===== src/rtl/if_id_skid_reg.sv =====
// IF/ID pipeline register with valid/ready handshake, two-entry skid buffer,
// stall/flush control and a saturating bubble counter.
module if_id_skid_reg #(
  parameter int unsigned INSTR_W = 32,
  parameter int unsigned PC_W    = 32,
  parameter int unsigned CNT_W   = 16
) (
  input  logic               clk,
  input  logic               rst_n,
  input  logic               in_valid,
  output logic               in_ready,
  input  logic [INSTR_W-1:0] in_instr,
  input  logic [PC_W-1:0]    in_pc,
  output logic               out_valid,
  input  logic               out_ready,
  output logic [INSTR_W-1:0] out_instr,
  output logic [PC_W-1:0]    out_pc,
  input  logic               stall,
  input  logic               flush,
  output logic [CNT_W-1:0]   bubble_cnt
);

  typedef enum logic [1:0] {
    StEmpty,
    StOne,
    StFull
  } state_e;

  state_e             state_q;
  logic [INSTR_W-1:0] main_instr_q, skid_instr_q;
  logic [PC_W-1:0]    main_pc_q, skid_pc_q;
  logic [CNT_W-1:0]   bubble_cnt_q;
  logic               adv, take;

  // in_ready depends only on registered state and flush, never on out_ready
  assign out_valid  = (state_q != StEmpty);
  assign in_ready   = (state_q != StFull) & ~flush;
  assign adv        = out_valid & out_ready & ~stall;
  assign take       = in_valid & in_ready;
  assign out_instr  = main_instr_q;
  assign out_pc     = main_pc_q;
  assign bubble_cnt = bubble_cnt_q;

  always_ff @(posedge clk or negedge rst_n) begin
    if (!rst_n) begin
      state_q      <= StEmpty;
      main_instr_q <= '0;
      main_pc_q    <= '0;
      skid_instr_q <= '0;
      skid_pc_q    <= '0;
    end else if (flush) begin
      // squash both entries into NOP bubbles
      state_q      <= StEmpty;
      main_instr_q <= '0;
      main_pc_q    <= '0;
      skid_instr_q <= '0;
      skid_pc_q    <= '0;
    end else begin
      unique case (state_q)
        StEmpty: begin
          if (take) begin
            state_q      <= StOne;
            main_instr_q <= in_instr;
            main_pc_q    <= in_pc;
          end
        end
        StOne: begin
          if (take && adv) begin
            main_instr_q <= in_instr;
            main_pc_q    <= in_pc;
          end else if (take) begin
            state_q      <= StFull;
            skid_instr_q <= in_instr;
            skid_pc_q    <= in_pc;
          end else if (adv) begin
            state_q      <= StEmpty;
            main_instr_q <= '0;
            main_pc_q    <= '0;
          end
        end
        StFull: begin
          if (adv) begin
            state_q      <= StOne;
            main_instr_q <= skid_instr_q;
            main_pc_q    <= skid_pc_q;
            skid_instr_q <= '0;
            skid_pc_q    <= '0;
          end
        end
        default: begin
          state_q <= StEmpty;
        end
      endcase
    end
  end

  // counts edges seen with no valid payload; saturates instead of wrapping
  always_ff @(posedge clk or negedge rst_n) begin
    if (!rst_n) begin
      bubble_cnt_q <= '0;
    end else if (!out_valid && (bubble_cnt_q != {CNT_W{1'b1}})) begin
      bubble_cnt_q <= bubble_cnt_q + 1'b1;
    end
  end

endmodule


===== config.mk =====
export PLATFORM = sky130hd
export DESIGN_NAME = if_id_skid_reg
export DESIGN_NICKNAME = d
export VERILOG_FILES = /design/src/rtl/if_id_skid_reg.sv
export SDC_FILE = /design/constraint.sdc
export NUM_CORES = 1
export LEC_CHECK = 0
export ABC_AREA = 1
export CORE_UTILIZATION = 65
export CTS_CLUSTER_DIAMETER = 80
export DETAILED_ROUTE_END_ITERATION = 8
export DONT_BUFFER_PORTS = 1
export PLACE_DENSITY = 0.79
export SETUP_SLACK_MARGIN = 0.15
export SLEW_MARGIN = 40
export SYNTH_ARGS = -nofsm -noshare
export SYNTH_HDL_FRONTEND = slang
export SYNTH_SLANG_ARGS = --single-unit

===== constraint.sdc =====
create_clock -name clk -period 2.85 [get_ports clk]
set_input_delay 0.4275 -clock clk [delete_from_list [all_inputs] [get_ports clk]]
set_output_delay 0.4275 -clock clk [all_outputs]
set_load 0.005 [all_outputs]

# Word-level counts from Yosys, hierarchy flattened
# Index checks and enable logic that the tools add are counted.
# classes
n_reduce_logical,10
n_addsub,1
eq_ne,11
mux,25
bitwise,6
# op_table
op,n
32-bit 2-to-1 mux,14
32-bit case mux with 3 select lines,2
32-bit case mux with 2 select lines,2
16-bit by 1-bit adder with 16-bit output (second input constant),1
16-bit inequality test (second input constant),1
2-bit 2-to-1 mux,6
3-bit inequality test (second input constant),4
4-bit inequality test (second input constant),3
4-bit AND reduction,2
2-bit case mux with 3 select lines,1
5-bit AND reduction,1
1-bit AND,4
4-bit nonzero test,1
3-bit nonzero test,1
2-bit by 1-bit == test with 1-bit output (second input constant),1
2-bit == test (second input constant),1
1-bit logical AND,2
2-bit zero test,1
2-bit inequality test (second input constant),1
1-bit NOT,2
2-bit nonzero test,1
1-bit zero test,1
# totals
input_bits,70
output_inout_bits,82
register_bits,146

# Depth between registers and ports, before layout
# logic_depth
ltp_word,8
depth_mapped,11

# Worst setup path after synthesis
# No wires, ideal clock.
# synth_timing
kind,register to register
startpoint,register state_q[0]
endpoint,register skid_pc_q[24]
n_path_buf,2
arrival_time_ns,1.622
stages_incl_launch_ff,10
setup_slack_ns,1.108
path_cell_list,dfrtp_1 inv_1 ha_1 inv_2 nand3b_2 or2_4 nand3_2 buf_12 buf_6 o21ai_1
# synth_between
elab_chain_cells,6
elab_cells_between_ends,16
# synth_lines
item,line,rtl
from (decl),29,state_e state_q;
from (signal assigned),46,state_q <= StEmpty;
from (signal assigned),53,state_q <= StEmpty;
from (signal assigned),62,state_q <= StOne;
2-bit nonzero test *,36,assign out_valid = (state_q != StEmpty);
via out_valid,14,"output logic out_valid,"
1-bit AND * (2 in series),38,assign adv = out_valid & out_ready & ~stall;
1-bit logical AND,68,if (take && adv) begin
3-bit inequality test (no source line),n/a,
4-bit AND reduction (no source line) *,n/a,
to (signal assigned),74,skid_pc_q <= in_pc;
to (decl),31,"logic [PC_W-1:0] main_pc_q, skid_pc_q;"
# The timed path passes the listed nets; every way through them passes the cells marked *.
# A chain may end at the register's enable or synchronous reset.

# Final worst setup path
# layout_timing
startpoint,register state_q[0]
endpoint,register main_instr_q[28] (netlist: out_instr[28])
# layout_between
elab_chain_cells,7
elab_cells_between_ends,19
# layout_lines
item,line,rtl
2-bit nonzero test *,36,
via out_valid,14,
1-bit AND * (2 in series),38,
1-bit logical AND,68,
32-bit 2-to-1 mux,68,
32-bit case mux with 3 select lines,59,unique case (state_q)
32-bit 2-to-1 mux,51,end else if (flush) begin
to (signal assigned),63,main_instr_q <= in_instr;
to (signal assigned),69,main_instr_q <= in_instr;
to (signal assigned),84,main_instr_q <= skid_instr_q;
to (decl),30,"logic [INSTR_W-1:0] main_instr_q, skid_instr_q;"
# Marked as above.

==> results.cfg <==
[clock_tree]
clk_transition_reported_paths_ps = 60
cts-buffers-inserted = 17
clk_root_buffer_cell = sky130_fd_sc_hd__clkbuf_8
clock_tree.buffer_depth = 2
h_tree_depth = 4
clk_latency_ps = 540
post_cts_resized = 0
tritoncts = built
postCtsSetupRepairBufs = 0
cts_num_sinks = 146

[run_status]
run_status = finished with violations
failed_checks = negative hold slack

[logic_synthesis]
total_of_flip_flops_plus_latches_after_synthesis = 146
synth_mux_area_frac = 0
synth_seq_area_share = 0.500
synth.net_count = 999
synthDistinctLibCells = 29
synth_adder_area_share = 0.00685
syn_inst = 925
mappedNetlistArea_mm2 = 0.00731
synth_top_family_by_area = simple AND/OR/NAND/NOR gates
synth_simple_gate_area_share = 0.341
synth_compound_area_frac = 0.0772
yosys_warnings = 0
synth_xor_area_frac = 0.0156
post_synth.cell_area_avg_um2 = 7.90

[sta]
hold_viol_final = 146
maxSlewViolCount = 0
final.min_clock_period_ps = 2350
relSlewSlack = 0.537
timing.fmax_mhz = 426
setup_total_negative_slack_ps = 0
share_of_the_clock_period_used_by_the_worst_path_after_layout = 0.824
setup-violations-final = 0
grt_setup_unrepaired = false
timing.clock.skew_ps = 8.12
worstMarginPinSlew_ps = 694
whs_ps = -414

[worst_setup_path]
worstPathRequired_ps = 3320
critical_path.slowest_cell = sky130_fd_sc_hd__buf_4
worstSetupEndpointType = register
path_buf_inv = 3
timing.critical_path.cells = inv_1 > ha_1 > inv_2 > nand3b_2 > nand3_2 > nand2_1 > nor2_4 > buf_4 > nand3_1 > nand2_1
critical-path-max-stage-delay_ps = 560
worst_path_dominant_cell_family = simple AND/OR/NAND/NOR gates
worstSetupStartpointType = register
path_class = reg -> reg
worst_path_most_repeated_cell = sky130_fd_sc_hd__nand2_1
worst_ep_arrival_time_ps = 2820
timing.critical_path.fanout_max = 64

[pwr]
power_density_mw_per_mm2 = 1000
power.total_mw = 7.79
vdd_drop_max_v = 0.000678
p_leak_nw = 4.08

[drt]
remaining_drc_errors = 0
first_iter_violations = 590
detail-route-antenna-nets = 0
detail_route.wl_per_cell_um = 15.5
detail_route.first_pass.iterations = 5
totalWireLength_mm = 16.3
num_vias = 5845
post_drt_via_cell_ratio = 5.57

[cells_and_area]
drive_gt1_frac = 0.120
final_nets = 972
flow.area_growth_from_synthesis_pct = 6.71
insertedDiodeCount = 0

[die]
die_span_y_um = 108
num_rows = 38
core_region_area_mm2 = 0.0109
fp.dieArea_mm2 = 0.0117
effective_utilization_at_floorplan = 0.671
pin_count = 152
die_w_um = 108

[min_path]
min_path_type = in -> async

[flow_run]
cap_violations = 0

[global_routing]
grt_first_pass_wirelength_mm = 26.7
track_usage = 0.296
largest_net_degree_at_the_start_of_global_routing = 147
global_route.overflow_total = 0
antenna_found_initial = 0
grt_pass1_vias = 5713

[placed_design]
io_buffers = 0
dp.final_hpwl_mm = 10.2
place_congestion = 0.828
==> worst paths after layout <==
kind / from / depth (start not counted) / to / slack [ps]
min in group clk: in_pc[24] / 2 / skid_pc_q[24]$_DFFE_PN0P_ / 30
hold / removal: rst_n / 0 / out_instr[11]$_DFFE_PN0P_ / -410
setup / recovery: state_q[0]$_DFFE_PN0P_ / 10 / out_instr[28]$_DFFE_PN0P_ / 500
max in group asynchronous: rst_n / 0 / skid_pc_q[12]$_DFFE_PN0P_ / 2940
setup reg to reg: state_q[0]$_DFFE_PN0P_ / 10 / out_instr[28]$_DFFE_PN0P_ / 500
hold reg to reg: skid_pc_q[30]$_DFFE_PN0P_ / 2 / skid_pc_q[30]$_DFFE_PN0P_ / 480
==> layout by cell type, fill, tap and decap left out, drive strengths merged <==
cell	Yosys	final
buf	38	10
bufinv	0	1
clkbuf	18	26
clkinv	0	4
dfrtp	146	146
ha	4	4
inv	14	14
nand2	521	521
nand3	75	75
nand3b	1	1
nand4	4	4
nor2	19	19
nor3	2	2
o211ai	1	1
o21ai	67	67
o21bai	1	1
or2	1	1
xnor2	7	7
xor2	6	6
==> power by group <==
group / switching (mW) / leakage (nW) / total, mW / internal (mW)
combinational: 1.63 / 1.88 / 2.39 / 0.759
clock: 0.790 / 0.275 / 2.05 / 1.26
sequential: 0.562 / 1.93 / 3.35 / 2.79
total: 2.99 / 4.08 / 7.79 / 4.81
==> layer usage <==
metal / track usage / vias to the layer above / share of wire
li1: - / 2844 / -
met1: 0.370 / 2764 / 0.42
met2: 0.456 / 209 / 0.47
met3: 0.116 / 28 / 0.095
met4: 0.129 / 0 / 0.019
met5: 0 / - / 0
==> cell type report <==
class | count | area [um^2]
Sequential cell | 146 | 3650
Multi-Input combinational cell | 709 | 3240
Clock inverter | 5 | 50.0
Timing Repair Buffer | 10 | 125
Fill cell | 848 | 3090
Clock buffer | 26 | 498
Tap cell | 140 | 175
Inverter | 14 | 52.6
==> cell usage after synthesis <==
| library cell | number | area [um^2] |
|---|---|---|
| sky130_fd_sc_hd__nand2_1 | 520 | 1950 |
| sky130_fd_sc_hd__dfrtp_1 | 146 | 3650 |
| sky130_fd_sc_hd__nand3_1 | 72 | 360 |
| sky130_fd_sc_hd__o21ai_2 | 57 | 499 |
| sky130_fd_sc_hd__clkbuf_1 | 18 | 67.6 |
| sky130_fd_sc_hd__nor2_1 | 17 | 63.8 |
| sky130_fd_sc_hd__buf_6 | 14 | 158 |
| sky130_fd_sc_hd__buf_2 | 13 | 65.1 |
| sky130_fd_sc_hd__buf_4 | 9 | 67.6 |
| sky130_fd_sc_hd__inv_1 | 9 | 33.8 |
| sky130_fd_sc_hd__o21ai_1 | 7 | 35.0 |
| sky130_fd_sc_hd__xnor2_1 | 7 | 61.3 |
| sky130_fd_sc_hd__xor2_1 | 6 | 52.6 |
| sky130_fd_sc_hd__inv_2 | 5 | 18.8 |
| sky130_fd_sc_hd__ha_1 | 4 | 50.1 |
| sky130_fd_sc_hd__nand4_1 | 4 | 25.0 |
| sky130_fd_sc_hd__nand3_2 | 3 | 30.0 |
| sky130_fd_sc_hd__o21ai_0 | 3 | 15.0 |
| sky130_fd_sc_hd__buf_1 | 1 | 3.75 |
| sky130_fd_sc_hd__buf_12 | 1 | 20.0 |
| sky130_fd_sc_hd__nand2_2 | 1 | 6.26 |
| sky130_fd_sc_hd__nand3b_2 | 1 | 11.3 |
| sky130_fd_sc_hd__nor2_2 | 1 | 6.26 |
| sky130_fd_sc_hd__nor2_4 | 1 | 11.3 |
| sky130_fd_sc_hd__nor3_1 | 1 | 5.00 |
| sky130_fd_sc_hd__nor3_2 | 1 | 10.0 |
| sky130_fd_sc_hd__o211ai_1 | 1 | 7.51 |
| sky130_fd_sc_hd__o21bai_1 | 1 | 7.51 |
| sky130_fd_sc_hd__or2_4 | 1 | 8.76 |
==> registers in the layout, summed over array words and instances, names as in the netlist <==
signal,count
bubble_cnt,16
out_instr,32
out_pc,32
skid_instr_q,32
skid_pc_q,32
state_q,2
==> per-stage QoR <==
stage / instances / utilization / setup WS [ps] / instance area, um^2
after CTS: 1050 / 0.716 / 492 / 7800
after detailed placement: 1019 / 0.666 / 530 / 7250
after global placement: 1019 / 0.666 / 683 / 7250
after global routing: 1050 / 0.716 / 329 / 7800
final: 1050 / 0.716 / 501 / 7800
after floorplan: 925 / - / 1110 / 7310
==> worst reg2reg max path, stage by stage, from the launching register on <==
cell	delay [ps]
sky130_fd_sc_hd__dfrtp_1	370
sky130_fd_sc_hd__inv_1	80
sky130_fd_sc_hd__ha_1	300
sky130_fd_sc_hd__inv_2	110
sky130_fd_sc_hd__nand3b_2	170
sky130_fd_sc_hd__nand3_2	150
sky130_fd_sc_hd__nand2_1	110
sky130_fd_sc_hd__nor2_4	110
sky130_fd_sc_hd__buf_4	560
sky130_fd_sc_hd__nand3_1	220
sky130_fd_sc_hd__nand2_1	100
==> logic make-up (layout without fill, tap and decap cells) <==
| group | after synthesis | count (layout) |
|---|---|---|
| AND/OR/NAND/NOR | 623 | 623 |
| flip-flops | 146 | 146 |
| buffers and inverters | 70 | 55 |
| AO/OA/AOI/OAI | 69 | 69 |
| XOR/XNOR | 13 | 13 |
| adder cells (fa/ha/maj) | 4 | 4 |
(Power assumes the default switching activity.)
